[src/rtl/cpu_types_pkg.sv]
// Shared CPU types: machine word, fetch FSM states, IF/ID payload, PC reset default.
package cpu_types_pkg;

    localparam int unsigned WORD_W  = 32;
    localparam int unsigned IMM_W   = 16;
    localparam int unsigned JADDR_W = 26;

    typedef logic [WORD_W-1:0] word_t;

    typedef enum logic {
        FETCH  = 1'b0,
        HALTED = 1'b1
    } fetch_state_t;

    localparam word_t PC_INIT_DEFAULT = 32'h0000_0000;

    // Instruction word plus its fall-through PC, carried from IF to ID.
    typedef struct packed {
        word_t instr;
        word_t npc;
    } if_id_t;

    // Sign-extended 16-bit word offset converted to a byte offset.
    function automatic word_t branch_offset(input logic [IMM_W-1:0] imm);
        return {{(WORD_W - IMM_W - 2){imm[IMM_W-1]}}, imm, 2'b00};
    endfunction

endpackage

[src/rtl/fetch_unit_if.sv]
// Fetch unit bus: instruction memory port, ID-stage feedback, IF/ID outputs.
// With FETCH_STATS_EN defined the fetch/miss counters are added.
interface fetch_unit_if;
    import cpu_types_pkg::*;

    logic               ihit;
    word_t              imemload;
    logic               imemREN;
    word_t              imemaddr;

    logic               branch;
    logic               beq;
    logic               bne;
    logic               jump;
    logic               jal;
    logic               jr;
    logic               halt;
    logic               zero;
    logic [IMM_W-1:0]   imm16;
    logic [JADDR_W-1:0] jaddr;
    word_t              rdat1;
    logic               stall;

    word_t              instr_id;
    word_t              npc_id;
    logic               valid_id;
    logic               halted;
`ifdef FETCH_STATS_EN
    word_t              fetch_cnt;
    word_t              miss_cnt;
`endif

    // Fetch unit side.
    modport master (
        input  ihit, imemload, branch, beq, bne, jump, jal, jr, halt, zero,
               imm16, jaddr, rdat1, stall,
        output imemREN, imemaddr, instr_id, npc_id, valid_id, halted
`ifdef FETCH_STATS_EN
        , output fetch_cnt, miss_cnt
`endif
    );

    // Memory / decode / system side.
    modport slave (
        output ihit, imemload, branch, beq, bne, jump, jal, jr, halt, zero,
               imm16, jaddr, rdat1, stall,
        input  imemREN, imemaddr, instr_id, npc_id, valid_id, halted
`ifdef FETCH_STATS_EN
        , input fetch_cnt, miss_cnt
`endif
    );

endinterface

[src/rtl/npc_calc.sv]
// Redirect detection and target selection for the instruction sitting in ID.
module npc_calc
    import cpu_types_pkg::*;
(
    input  logic               valid_id,
    input  logic               branch,
    input  logic               beq,
    input  logic               bne,
    input  logic               jump,
    input  logic               jal,
    input  logic               jr,
    input  logic               zero,
    input  logic [IMM_W-1:0]   imm16,
    input  logic [JADDR_W-1:0] jaddr,
    input  word_t              rdat1,
    input  word_t              npc_id,
    output logic               redirect_c,
    output word_t              target_c
);

    logic taken_c;

    assign taken_c = branch & ((beq & zero) | (bne & ~zero));

    // Priority: jr > jump/jal > taken branch; nothing redirects from an empty ID slot.
    always_comb begin
        redirect_c = 1'b0;
        target_c   = '0;
        if (valid_id) begin
            if (jr) begin
                redirect_c = 1'b1;
                target_c   = rdat1;
            end else if (jump | jal) begin
                redirect_c = 1'b1;
                target_c   = {npc_id[WORD_W-1:WORD_W-4], jaddr, 2'b00};
            end else if (taken_c) begin
                redirect_c = 1'b1;
                target_c   = npc_id + branch_offset(imm16);
            end
        end
    end

endmodule

[src/rtl/fetch_unit.sv]
// Single-stage instruction fetch with IF/ID register, redirect squash and sticky halt.
// Optional FETCH_STATS_EN adds fetch_cnt / miss_cnt counters.
module fetch_unit
    import cpu_types_pkg::*;
#(
    parameter word_t PC_INIT = PC_INIT_DEFAULT
) (
    input  logic         CLK,
    input  logic         RST,
    fetch_unit_if.master bus
);

    fetch_state_t state_q, state_d;
    word_t        pc_q, pc_d;
    if_id_t       ifid_q, ifid_d;
    logic         valid_q, valid_d;
    logic         halted_q, halted_d;
    logic         ren_q, ren_d;
    logic         redirect_c;
    word_t        target_c;
    word_t        pc_plus4_c;
`ifdef FETCH_STATS_EN
    word_t        fetch_cnt_q, fetch_cnt_d;
    word_t        miss_cnt_q, miss_cnt_d;
`endif

    assign pc_plus4_c = pc_q + 32'd4;

    npc_calc u_npc_calc (
        .valid_id   (valid_q),
        .branch     (bus.branch),
        .beq        (bus.beq),
        .bne        (bus.bne),
        .jump       (bus.jump),
        .jal        (bus.jal),
        .jr         (bus.jr),
        .zero       (bus.zero),
        .imm16      (bus.imm16),
        .jaddr      (bus.jaddr),
        .rdat1      (bus.rdat1),
        .npc_id     (ifid_q.npc),
        .redirect_c (redirect_c),
        .target_c   (target_c)
    );

    // Next-state and next-register values; everything holds unless FETCH advances.
    always_comb begin
        state_d  = state_q;
        pc_d     = pc_q;
        ifid_d   = ifid_q;
        valid_d  = valid_q;
        halted_d = halted_q;
        ren_d    = ren_q;
`ifdef FETCH_STATS_EN
        fetch_cnt_d = fetch_cnt_q;
        miss_cnt_d  = miss_cnt_q;
`endif
        case (state_q)
            FETCH: begin
                if (!bus.stall) begin
`ifdef FETCH_STATS_EN
                    if (!bus.ihit) miss_cnt_d = miss_cnt_q + 32'd1;
`endif
                    if (valid_q && bus.halt) begin
                        state_d  = HALTED;
                        valid_d  = 1'b0;
                        halted_d = 1'b1;
                        ren_d    = 1'b0;
                    end else if (redirect_c) begin
                        pc_d    = target_c;
                        valid_d = 1'b0;
                    end else if (bus.ihit) begin
                        pc_d    = pc_plus4_c;
                        ifid_d  = '{instr: bus.imemload, npc: pc_plus4_c};
                        valid_d = 1'b1;
`ifdef FETCH_STATS_EN
                        fetch_cnt_d = fetch_cnt_q + 32'd1;
`endif
                    end else begin
                        valid_d = 1'b0;
                    end
                end
            end
            default: begin
            end
        endcase
    end

    // State and pipeline registers with synchronous reset.
    always_ff @(posedge CLK) begin
        if (RST) begin
            state_q  <= FETCH;
            pc_q     <= PC_INIT;
            ifid_q   <= '0;
            valid_q  <= 1'b0;
            halted_q <= 1'b0;
            ren_q    <= 1'b1;
`ifdef FETCH_STATS_EN
            fetch_cnt_q <= '0;
            miss_cnt_q  <= '0;
`endif
        end else begin
            state_q  <= state_d;
            pc_q     <= pc_d;
            ifid_q   <= ifid_d;
            valid_q  <= valid_d;
            halted_q <= halted_d;
            ren_q    <= ren_d;
`ifdef FETCH_STATS_EN
            fetch_cnt_q <= fetch_cnt_d;
            miss_cnt_q  <= miss_cnt_d;
`endif
        end
    end

    assign bus.imemREN  = ren_q;
    assign bus.imemaddr = pc_q;
    assign bus.instr_id = ifid_q.instr;
    assign bus.npc_id   = ifid_q.npc;
    assign bus.valid_id = valid_q;
    assign bus.halted   = halted_q;
`ifdef FETCH_STATS_EN
    assign bus.fetch_cnt = fetch_cnt_q;
    assign bus.miss_cnt  = miss_cnt_q;
`endif

endmodule

[src/flat_wrapper.sv]
// flat-port wrapper written by rule: the top's interface ports become plain ports
module fetch_unit_flat import cpu_types_pkg::*;
#(
    parameter word_t PC_INIT = PC_INIT_DEFAULT
)
  (CLK, RST, bus_ihit, bus_imemload, bus_branch, bus_beq, bus_bne, bus_jump, bus_jal, bus_jr, bus_halt, bus_zero, bus_imm16, bus_jaddr, bus_rdat1, bus_stall, bus_imemREN, bus_imemaddr, bus_instr_id, bus_npc_id, bus_valid_id, bus_halted);
  fetch_unit_if bus_i ();
  input  logic CLK;
  input  logic RST;
  input wire logic [$bits(bus_i.ihit)-1:0] bus_ihit;
  input wire logic [$bits(bus_i.imemload)-1:0] bus_imemload;
  input wire logic [$bits(bus_i.branch)-1:0] bus_branch;
  input wire logic [$bits(bus_i.beq)-1:0] bus_beq;
  input wire logic [$bits(bus_i.bne)-1:0] bus_bne;
  input wire logic [$bits(bus_i.jump)-1:0] bus_jump;
  input wire logic [$bits(bus_i.jal)-1:0] bus_jal;
  input wire logic [$bits(bus_i.jr)-1:0] bus_jr;
  input wire logic [$bits(bus_i.halt)-1:0] bus_halt;
  input wire logic [$bits(bus_i.zero)-1:0] bus_zero;
  input wire logic [$bits(bus_i.imm16)-1:0] bus_imm16;
  input wire logic [$bits(bus_i.jaddr)-1:0] bus_jaddr;
  input wire logic [$bits(bus_i.rdat1)-1:0] bus_rdat1;
  input wire logic [$bits(bus_i.stall)-1:0] bus_stall;
  output wire logic [$bits(bus_i.imemREN)-1:0] bus_imemREN;
  output wire logic [$bits(bus_i.imemaddr)-1:0] bus_imemaddr;
  output wire logic [$bits(bus_i.instr_id)-1:0] bus_instr_id;
  output wire logic [$bits(bus_i.npc_id)-1:0] bus_npc_id;
  output wire logic [$bits(bus_i.valid_id)-1:0] bus_valid_id;
  output wire logic [$bits(bus_i.halted)-1:0] bus_halted;
  assign bus_i.ihit = bus_ihit;
  assign bus_i.imemload = bus_imemload;
  assign bus_i.branch = bus_branch;
  assign bus_i.beq = bus_beq;
  assign bus_i.bne = bus_bne;
  assign bus_i.jump = bus_jump;
  assign bus_i.jal = bus_jal;
  assign bus_i.jr = bus_jr;
  assign bus_i.halt = bus_halt;
  assign bus_i.zero = bus_zero;
  assign bus_i.imm16 = bus_imm16;
  assign bus_i.jaddr = bus_jaddr;
  assign bus_i.rdat1 = bus_rdat1;
  assign bus_i.stall = bus_stall;
  assign bus_imemREN = bus_i.imemREN;
  assign bus_imemaddr = bus_i.imemaddr;
  assign bus_instr_id = bus_i.instr_id;
  assign bus_npc_id = bus_i.npc_id;
  assign bus_valid_id = bus_i.valid_id;
  assign bus_halted = bus_i.halted;
  fetch_unit #(.PC_INIT(PC_INIT)) u_core (.CLK(CLK), .RST(RST), .bus(bus_i));
endmodule
[config.mk]
export PLATFORM = sky130hd
export DESIGN_NAME = fetch_unit_flat
export DESIGN_NICKNAME = d
export VERILOG_FILES = /design/src/rtl/cpu_types_pkg.sv /design/src/rtl/fetch_unit_if.sv /design/src/rtl/npc_calc.sv /design/src/rtl/fetch_unit.sv /design/src/flat_wrapper.sv
export SDC_FILE = /design/constraint.sdc
export NUM_CORES = 1
export LEC_CHECK = 0
export CAP_MARGIN = 25
export CELL_PAD_IN_SITES_DETAIL_PLACEMENT = 1
export CELL_PAD_IN_SITES_GLOBAL_PLACEMENT = 2
export CORE_MARGIN = 5
export CORE_UTILIZATION = 29
export CTS_BUF_LIST = sky130_fd_sc_hd__clkbuf_4
export CTS_CLUSTER_SIZE = 20
export DETAILED_ROUTE_END_ITERATION = 7
export PLACE_DENSITY = 0.89
export REMOVE_ABC_BUFFERS = 1
export SETUP_SLACK_MARGIN = 0.4
export SLEW_MARGIN = 40
export SYNTH_ARGS = -nofsm -noshare
export SYNTH_HDL_FRONTEND = slang
export SYNTH_HIERARCHICAL = 1
export SYNTH_SLANG_ARGS = --single-unit
[constraint.sdc]
create_clock -name CLK -period 9.6 [get_ports CLK]
set_clock_uncertainty 0.2 [all_clocks]
set_input_delay 0.96 -clock CLK [delete_from_list [all_inputs] [get_ports CLK]]
set_output_delay 0.96 -clock CLK [all_outputs]
set_load 0.005 [all_outputs]
Word level (Yosys, flattened, before mapping)
Cells that the tools add are included.

Flip-flop bits (word level): 100. Output and inout bits: 99. Word-level logic and storage cells: 41.

Add/sub/neg operators: 2. Multiplexer cells: 16. Bitwise operators: 10. Reductions and logical operators: 6.

Operators with widths (number): 32-bit 2-to-1 mux (6); 32-bit by 3-bit adder with 32-bit output, second input constant (1); 32-bit adder (1); 1-bit 2-to-1 mux (10); 1-bit inverter (5); 5-bit AND reduction (1); 4-bit AND reduction (1); 1-bit bitwise AND (3); 3-bit AND reduction (1); 1-bit bitwise OR (2); 2-bit AND reduction (1); 2-bit nonzero test (1); 1-bit logical AND (1).

Logic depth before layout (Yosys ltp)
Gate-level depths: netlist of the first run.

Depth in word-level cells: 10. Gate-level depth with buffers: 14.

Hierarchy
Netlist of the first run, hierarchy kept.

By module, submodules not included: fetch_unit (times used 1, cells an instance 594, area each 4769.6 um^2, sequential area each 2001.9 um^2); npc_calc (times used 1, cells an instance 366, area each 2436.1 um^2, sequential area each 0.0 um^2).

Least setup slack after synthesis of the first run
No wires, ideal clock.

Path type: input to register. Start: in bus_imm16[0]. End: reg u_core.pc_q[30], in the netlist u_core/bus.imemaddr[30]. Setup time: 120 ps. Arrival: 3349 ps. Setup slack: 5931 ps. Stages: 14. Path through: ha_1 inv_1 fa_1 nor2b_1 o31a_1 a221oi_2 a21bo_1 a2111o_1 a21oi_1 o21ai_0 a32o_1 nand3_1 a21oi_1 a211o_1.

Word-level cells in the longest chain between the ends: 6.

Ends and longest elaborated chain: from (decl) (line flat_wrapper.sv:20) `input wire logic [$bits(bus_i.imm16)-1:0] bus_imm16;`; 32-bit adder (line npc_calc.sv:38) `target_c = npc_id + branch_offset(imm16);`; 32-bit 2-to-1 mux (line npc_calc.sv:36) `end else if (taken_c) begin`; 32-bit 2-to-1 mux (line npc_calc.sv:33) `end else if (jump | jal) begin`; 32-bit 2-to-1 mux (line npc_calc.sv:30) `if (jr) begin`; 32-bit 2-to-1 mux (line npc_calc.sv:29) `if (valid_id) begin`; via u_core.target_c[30] (line fetch_unit.sv:20) `word_t target_c;`; 32-bit 2-to-1 mux (line fetch_unit.sv:69) `end else if (redirect_c) begin`; to (signal assigned) (line fetch_unit.sv:104) `pc_q <= pc_d;`; to (decl) (line fetch_unit.sv:14) `word_t pc_q, pc_d;`.

The timed path passes the listed nets, and every way through them passes these cells. A chain may end at the register's enable or synchronous reset.

Worst setup path in the final report of the first run
Start: in bus_imm16[15]. End: reg u_core.pc_q[25], in the netlist u_core/bus.imemaddr[25].

Same word-level chain as after synthesis.

==> out/qor.log, run 1 <==
qor: status.status complete, no violations
qor: global_route.number_of_antenna_violations_at_the_first_check_in_global_routing 3
qor: floorplan.core_area 24400 µm²
qor: clock_tree.cts_setup_buffers 0
qor: place.finalWeightedCongestion 0.875
qor: yosys.postSynthCellCount 960
qor: yosys.number_of_flops_mapped_to_enable_cells_by_yosys 0
qor: route.vias 8023
qor: clock_tree.tritoncts.num_buffers 9
qor: clock_tree.htree_num_levels 3
qor: critical_path.timing.critical_path.fanout_max 18
qor: timing.max_slew_margin 0.484
qor: clock_tree.clk_pin_slew_worst_paths 0.15 ns
qor: yosys.synth.top_cells.by_area sky130_fd_sc_hd__dfxtp_1 28%, sky130_fd_sc_hd__a21oi_1 7.4%, sky130_fd_sc_hd__nand2_1 7.3%
qor: timing.layout_worst_path_cycle_share 0.465
qor: timing.rsz0062_at_grt no
qor: clock_tree.root_buffer sky130_fd_sc_hd__clkbuf_4
qor: timing.final_max_slew_viol_count 0
qor: timing.final.min_clock_period 4.47 ns
qor: timing.setup_tns 0 ns
qor: yosys.async_flop_share 0
qor: finish.final_area 9730 µm²
qor: hold_path.holdCritPathClass flop to flop
qor: timing.max_freq 224 MHz
qor: global_route.remaining_global_route_overflow 0
qor: clock_tree.cts_tree built
qor: route.drt-total-wl 30.1 mm
qor: global_route.pin_count_of_the_biggest_net_entering_global_routing 66
qor: power_and_ir_drop.power.ir.vdd_worst 74.2 µV
qor: global_route.grt_first_pass_wirelength 46.3 mm
qor: floorplan.pin_count 217
qor: yosys.synth.ff_latch_count 100
qor: place.placed_cells_incl_taps 1433
qor: finish.finish.cell_count_without_fillers 1450
qor: floorplan.die_area 28100 µm²
qor: finish.syn2layout_area_growth 35.1%
qor: place.hpwl 22.3 mm
qor: timing.worst-slew-pin-transition 0.771 ns
qor: place.io_buffers 216
qor: finish.fraction_of_layout_instances_using_a_drive_strength_above_1 0.0498
qor: yosys.yosys_most_used_dff sky130_fd_sc_hd__dfxtp_1
qor: route.antenna_violating_nets_post_route 0
qor: finish.final_core_utilization 0.399
qor: floorplan.start_util 0.295
qor: finish.layout.nets 1269
qor: route.drt_first_iter_violations 451
qor: yosys.syn_area_per_cell 7.51 µm²
qor: yosys.synth-warning-count 6
qor: job.max_cap_violations 0
qor: floorplan.std_cell_rows 57
qor: yosys.synth_top_area_share 0.278
qor: floorplan.die_height 168 µm
qor: power_and_ir_drop.comb_power_share 0.299
qor: clock_tree.clk_latency 0.48 ns
qor: clock_tree.holdBufCountCts 0
qor: critical_path.cp_data_required_time 9.76 ns
qor: power_and_ir_drop.post-layout-total-power 1.06 mW
qor: floorplan.die_w 168 µm
qor: power_and_ir_drop.power_switching_share 0.325
qor: timing.final_hold_viol_count 0
qor: clock_tree.cts_num_sinks 100
qor: yosys.netlist.top_cell.by_area sky130_fd_sc_hd__dfxtp_1
qor: clock_tree.clock_tree_buffer_depth 2
qor: route.first_pass_iters 4
qor: power_and_ir_drop.power.switching 345 µW
qor: power_and_ir_drop.power_density 109 nW/µm²
qor: route.wire_per_inst 20.7 µm
qor: critical_path.critPathKind input port to flop
qor: clock_tree.cts-resized-gates 0
qor: critical_path.critical_path.startpoint_type input port
qor: critical_path.worst_ep_arrival_time 4.63 ns
qor: route.detail_route.drc_violations 0
qor: power_and_ir_drop.cellInternalPower 716 µW
qor: power_and_ir_drop.p_clk_frac 0.269
qor: power_and_ir_drop.static-leakage-power 3.54 nW
qor: timing.setup_viol 0
qor: power_and_ir_drop.seqPwrFrac 0.432
qor: place.place_area 9550 µm²
qor: yosys.seq_area_frac_synth 0.278
qor: critical_path.timing.critical_path.to_type flop
qor: yosys.synth_cell_type_count 76
qor: global_route.globalRouteTotalUtil 0.204
qor: yosys.synth.cell_area 7210 µm²
qor: global_route.first_global_vias 8030
qor: route.avgViaCountPerCell 5.53
## per-layer routing
layer | GRT usage | share of wire | up-vias
met2 | 0.335 | 0.46 | 244
met4 | 0.0628 | 0.022 | 4
met5 | 0 | 0.00086 | -
li1 | - | - | 3832
met1 | 0.264 | 0.44 | 3897
met3 | 0.0514 | 0.076 | 46
## final timing paths
| check | end | startpoint | depth (start not counted) | slack (ns) |
|---|---|---|---|---|
| max | u_core/bus.imemaddr[25] | bus_imm16[15] | 13 | 5.13 |
| max reg2reg | u_core/bus.imemaddr[16] | u_core/bus.npc_id[2] | 14 | 5.86 |
| min | u_core/bus.instr_id[17] | u_core/bus.instr_id[17] | 2 | 0.26 |
| min reg2reg | u_core/bus.instr_id[17] | u_core/bus.instr_id[17] | 2 | 0.26 |
## sequential cells by signal, summed over array words and instances, names as in the netlist
signal               count
u_core/state_q           1
u_core/bus.npc_id       32
u_core/bus.instr_id     32
u_core/bus.imemREN       1
u_core/bus.valid_id      1
u_core/bus.halted        1
u_core/bus.imemaddr     32
## critical path: stages
cell,delay (ns)
sky130_fd_sc_hd__clkdlybuf4s50_1,0.81
sky130_fd_sc_hd__ha_1,0.68
sky130_fd_sc_hd__nand2_1,0.16
sky130_fd_sc_hd__nor4_1,0.59
sky130_fd_sc_hd__nand3_1,0.15
sky130_fd_sc_hd__o211ai_1,0.26
sky130_fd_sc_hd__a211oi_1,0.13
sky130_fd_sc_hd__xnor2_1,0.15
sky130_fd_sc_hd__a221oi_1,0.27
sky130_fd_sc_hd__nor2_1,0.07
sky130_fd_sc_hd__and3_1,0.17
sky130_fd_sc_hd__a21oi_1,0.12
sky130_fd_sc_hd__o22ai_1,0.09
## area by class of cell
class	instances	area (µm²)
Antenna cell	1	2.50
Clock buffer	9	67.6
Clock inverter	7	115
Fill cell	2998	14700
Inverter	13	48.8
Multi-Input combinational cell	769	4830
Sequential cell	100	2000
Tap cell	324	405
Timing Repair Buffer	227	2270
## through the flow
| step | setup WS (ns) | hold slack [ns] |
|---|---|---|
| 3_5_place_dp | 4.61 | 0.249 |
| 4_1_cts | 5.15 | 0.265 |
| 5_1_grt | 4.91 | 0.280 |
| 6_report | 5.13 | 0.263 |
| 3_3_place_gp | 4.71 | 0.240 |
| 2_1_floorplan | 4.61 | 0.236 |
## kinds of logic (layout without fill, tap and decap cells)
group,count (synthesis),in the layout,share of synthesized area
buffers and inverters,91,256,0.0533
adder cells (fa/ha/maj),31,31,0.0549
flip-flops,100,100,0.278
multiplexers,12,12,0.0168
AO/OA/AOI/OAI,323,323,0.298
XOR/XNOR,42,42,0.0511
AND/OR/NAND/NOR,361,361,0.248
other,0,1,0
## power by group through the flow
stage / clock network (mW) / logic, mW / registers [mW]
floorplan: 0 / 0.152 / 0.463
finish: 0.285 / 0.317 / 0.459
detailed placement: 0 / 0.315 / 0.468
global placement: 0 / 0.309 / 0.467
CTS: 0.296 / 0.317 / 0.459
global route: 0.310 / 0.345 / 0.462
## cells in the mapped netlist, drive strengths merged, types with 6 or more instances
master  number
nor2        84
nand4       14
a31oi       11
o21a         8
nand2      140
a21oi      108
o31ai        8
buf         24
dfxtp      100
and3        19
a211oi      27
o22ai        7
ha          30
o211a       14
mux2i       11
nor2b        6
inv         13
and4         7
xnor2       31
a22oi        7
nand3       31
a21o        16
a221oi      10
xor2        11
and2         9
nor3        15
clkbuf      54
o21ai       56
a21boi       6
nor4        11
a221o        9
## placed cells by master, fill, tap and decap left out, types with 18 or more instances in the layout
cell / count
sky130_fd_sc_hd__clkdlybuf4s50_1: 215
sky130_fd_sc_hd__nand2_1: 140
sky130_fd_sc_hd__a21oi_1: 107
sky130_fd_sc_hd__dfxtp_1: 100
sky130_fd_sc_hd__nor2_1: 83
sky130_fd_sc_hd__o21ai_0: 52
sky130_fd_sc_hd__xnor2_1: 31
sky130_fd_sc_hd__ha_1: 30
sky130_fd_sc_hd__nand3_1: 29
sky130_fd_sc_hd__a211oi_1: 26
sky130_fd_sc_hd__and3_1: 18
(Power assumes the default switching activity.)
==> inputs of run 2 (changes only) <==
CORE_UTILIZATION = 24   (was 29)
PLACE_DENSITY = 0.79   (was 0.89)
clock period = 3.9 ns   (was 9.6 ns; I/O delays follow)
==> run 2 against run 1 <==
Cell count up 7.5%. Wire length up 6.3%. Non-clock buffer count up 42. Die area up 20%. Via count up 1.5%. Worst hold slack worse by 0.12 ns. Register-to-register slack worse by 5.3 ns. Worst setup slack worse by 4.6 ns. Sequential share of layout area down 0.81 points. Critical path depth up 2. Clock-buffer cell count unchanged. Critical endpoint is now u_core/bus.imemaddr[30]. Largest power group unchanged.
==> out/qor.log, run 2 (synthesis gave the netlist of run 1 again) <==
qor: global_route.remaining_global_route_overflow 0
qor: power_and_ir_drop.p_clk_frac 0.240
qor: clock_tree.clk_latency 0.49 ns
qor: critical_path.worst_ep_arrival_time 3.59 ns
qor: global_route.top_usage_layer met2
qor: finish.finish.cell_count_without_fillers 1559
qor: finish.mostFrequentLayoutCells 214 x sky130_fd_sc_hd__clkdlybuf4s50_1, 139 x sky130_fd_sc_hd__nand2_1, 104 x sky130_fd_sc_hd__a21oi_1, 99 x sky130_fd_sc_hd__dfxtp_1, 83 x sky130_fd_sc_hd__nor2_1
qor: finish.final_area 10100 µm²
qor: floorplan.die_area 33600 µm²
qor: place.io_buffers 216
qor: clock_tree.clk_pin_slew_worst_paths 0.16 ns
qor: finish.layout.nets 1311
qor: global_route.first_global_vias 8323
qor: finish.syn2layout_area_growth 40.7%
qor: route.detail_route.drc_violations 0
qor: floorplan.core_area 29600 µm²
qor: floorplan.std_cell_rows 63
qor: clock_tree.tritoncts.num_buffers 9
qor: route.avgViaCountPerCell 5.22
qor: route.wire_per_inst 20.5 µm
qor: clock_tree.cts_num_sinks 100
qor: finish.fraction_of_layout_instances_using_a_drive_strength_above_1 0.0891
qor: power_and_ir_drop.static-leakage-power 3.75 nW
qor: clock_tree.clock_tree_buffer_depth 2
qor: route.drt_first_iter_violations 457
qor: floorplan.start_util 0.243
qor: place.place_area 9950 µm²
qor: clock_tree.htree_num_levels 3
qor: power_and_ir_drop.power_switching_share 0.333
qor: critical_path.timing.critical_path.to_type flop
qor: global_route.number_of_antenna_violations_at_the_first_check_in_global_routing 2
qor: floorplan.pin_count 217
qor: power_and_ir_drop.post-layout-total-power 2.61 mW
qor: global_route.gr-usage-met1 0.236
qor: timing.max_freq 295 MHz
qor: place.finalWeightedCongestion 0.882
qor: timing.layout_worst_path_cycle_share 0.870
qor: timing.setup_viol 0
qor: clock_tree.root_buffer sky130_fd_sc_hd__clkbuf_4
qor: place.preCtsSetupSlack -0.0766 ns
qor: route.drt-total-wl 32.0 mm
qor: floorplan.die_w 183 µm
qor: global_route.grt_first_pass_wirelength 49.0 mm
qor: timing.final_max_slew_viol_count 0
qor: power_and_ir_drop.cellInternalPower 1.74 mW
qor: route.antenna_violating_nets_post_route 0
qor: timing.max_slew_margin 0.531
qor: hold_path.holdCritPathClass input port to flop
qor: power_and_ir_drop.power.switching 868 µW
qor: power_and_ir_drop.seqPwrFrac 0.434
qor: place.placed_cells_incl_taps 1540
qor: timing.rsz0062_at_grt yes
qor: timing.worst-slew-pin-transition 0.702 ns
qor: global_route.globalRouteTotalUtil 0.185
qor: status.status complete, no violations
qor: floorplan.die_height 183 µm
qor: global_route.groute.layer.met3.usage 0.0474
qor: finish.mostFrequentLayoutCell sky130_fd_sc_hd__clkdlybuf4s50_1
qor: power_and_ir_drop.power.ir.vdd_worst 129 µV
qor: critical_path.critPathKind input port to flop
qor: job.max_cap_violations 0
qor: global_route.pin_count_of_the_biggest_net_entering_global_routing 63
qor: critical_path.critical_path.startpoint_type input port
qor: power_and_ir_drop.comb_power_share 0.326
qor: finish.final.fill_count 3615
qor: timing.setup_tns 0 ns
qor: global_route.met2_usage 0.310
qor: finish.final_core_utilization 0.342
qor: route.vias 8141
qor: timing.final_hold_slack 0.145 ns
qor: critical_path.timing.critical_path.fanout_max 4
qor: power_and_ir_drop.power_density 257 nW/µm²
qor: clock_tree.cts_tree built
qor: critical_path.cp_data_required_time 4.10 ns
qor: timing.setup_ws 0.508 ns
qor: timing.final_hold_viol_count 0
qor: timing.final.min_clock_period 3.39 ns
qor: route.first_pass_iters 4
qor: place.hpwl 24.6 mm
[run 2: power by group through the flow]
stage	Clock, mW	Sequential [mW]	Combinational [mW]
6_report	0.624	1.13	0.849
5_1_grt	0.699	1.14	0.924
4_1_cts	0.662	1.13	0.848
3_5_place_dp	0	1.15	0.843
3_3_place_gp	0	1.15	0.836
2_1_floorplan	0	1.14	0.373
[run 2: final timing paths]
kind                                start                      end  slack, ns  depth (start not counted)
setup / recovery             bus_imm16[0]  u_core/bus.imemaddr[30]       0.51                         15
hold / removal                        RST  u_core/bus.imemaddr[20]       0.15                          2
setup reg to reg     u_core/bus.npc_id[3]  u_core/bus.imemaddr[29]       0.52                         13
hold reg to reg   u_core/bus.instr_id[18]  u_core/bus.instr_id[18]       0.26                          2
[run 2: layer usage]
layer	wire length, µm	vias up	share of wire
met5	0	-	0
met1	14100	3992	0.44
met3	2180	24	0.068
li1	-	3918	-
met2	15200	207	0.47
met4	514	0	0.016
[run 2: area by class of cell]
cell class | instances | area, µm² | share of cell area
flip-flops and latches | 100 | 2000 | 0.198
multi-input cells | 769 | 4850 | 0.478
clock buffers | 9 | 67.6 | 0.00666
well taps | 390 | 488 | 0.0481
repair buffers | 269 | 2600 | 0.256
diodes | 2 | 5.00 | 0.000494
clock inverters | 7 | 81.3 | 0.00802
inverters | 13 | 48.8 | 0.00481
[run 2: worst max-delay path, cell delays in order]
cell                              delay (ns)
sky130_fd_sc_hd__clkdlybuf4s50_1        0.47
sky130_fd_sc_hd__ha_2                   0.19
sky130_fd_sc_hd__inv_1                  0.05
sky130_fd_sc_hd__fa_1                   0.39
sky130_fd_sc_hd__nor2b_2                0.17
sky130_fd_sc_hd__o31a_1                 0.30
sky130_fd_sc_hd__a221oi_2               0.12
sky130_fd_sc_hd__a21bo_1                0.23
sky130_fd_sc_hd__a2111o_1               0.43
sky130_fd_sc_hd__a21oi_2                0.15
sky130_fd_sc_hd__o21ai_0                0.10
sky130_fd_sc_hd__a32o_1                 0.22
sky130_fd_sc_hd__nand3_1                0.06
sky130_fd_sc_hd__a21oi_1                0.08
sky130_fd_sc_hd__a211o_1                0.24
[run 2: timing repair]
item                       4_1_cts  5_1_grt
hold endpoints to repair         0        0
resized for setup                0        9
hold buffers                     0        0
buffers inserted                 0        1
setup endpoints to repair        0       10
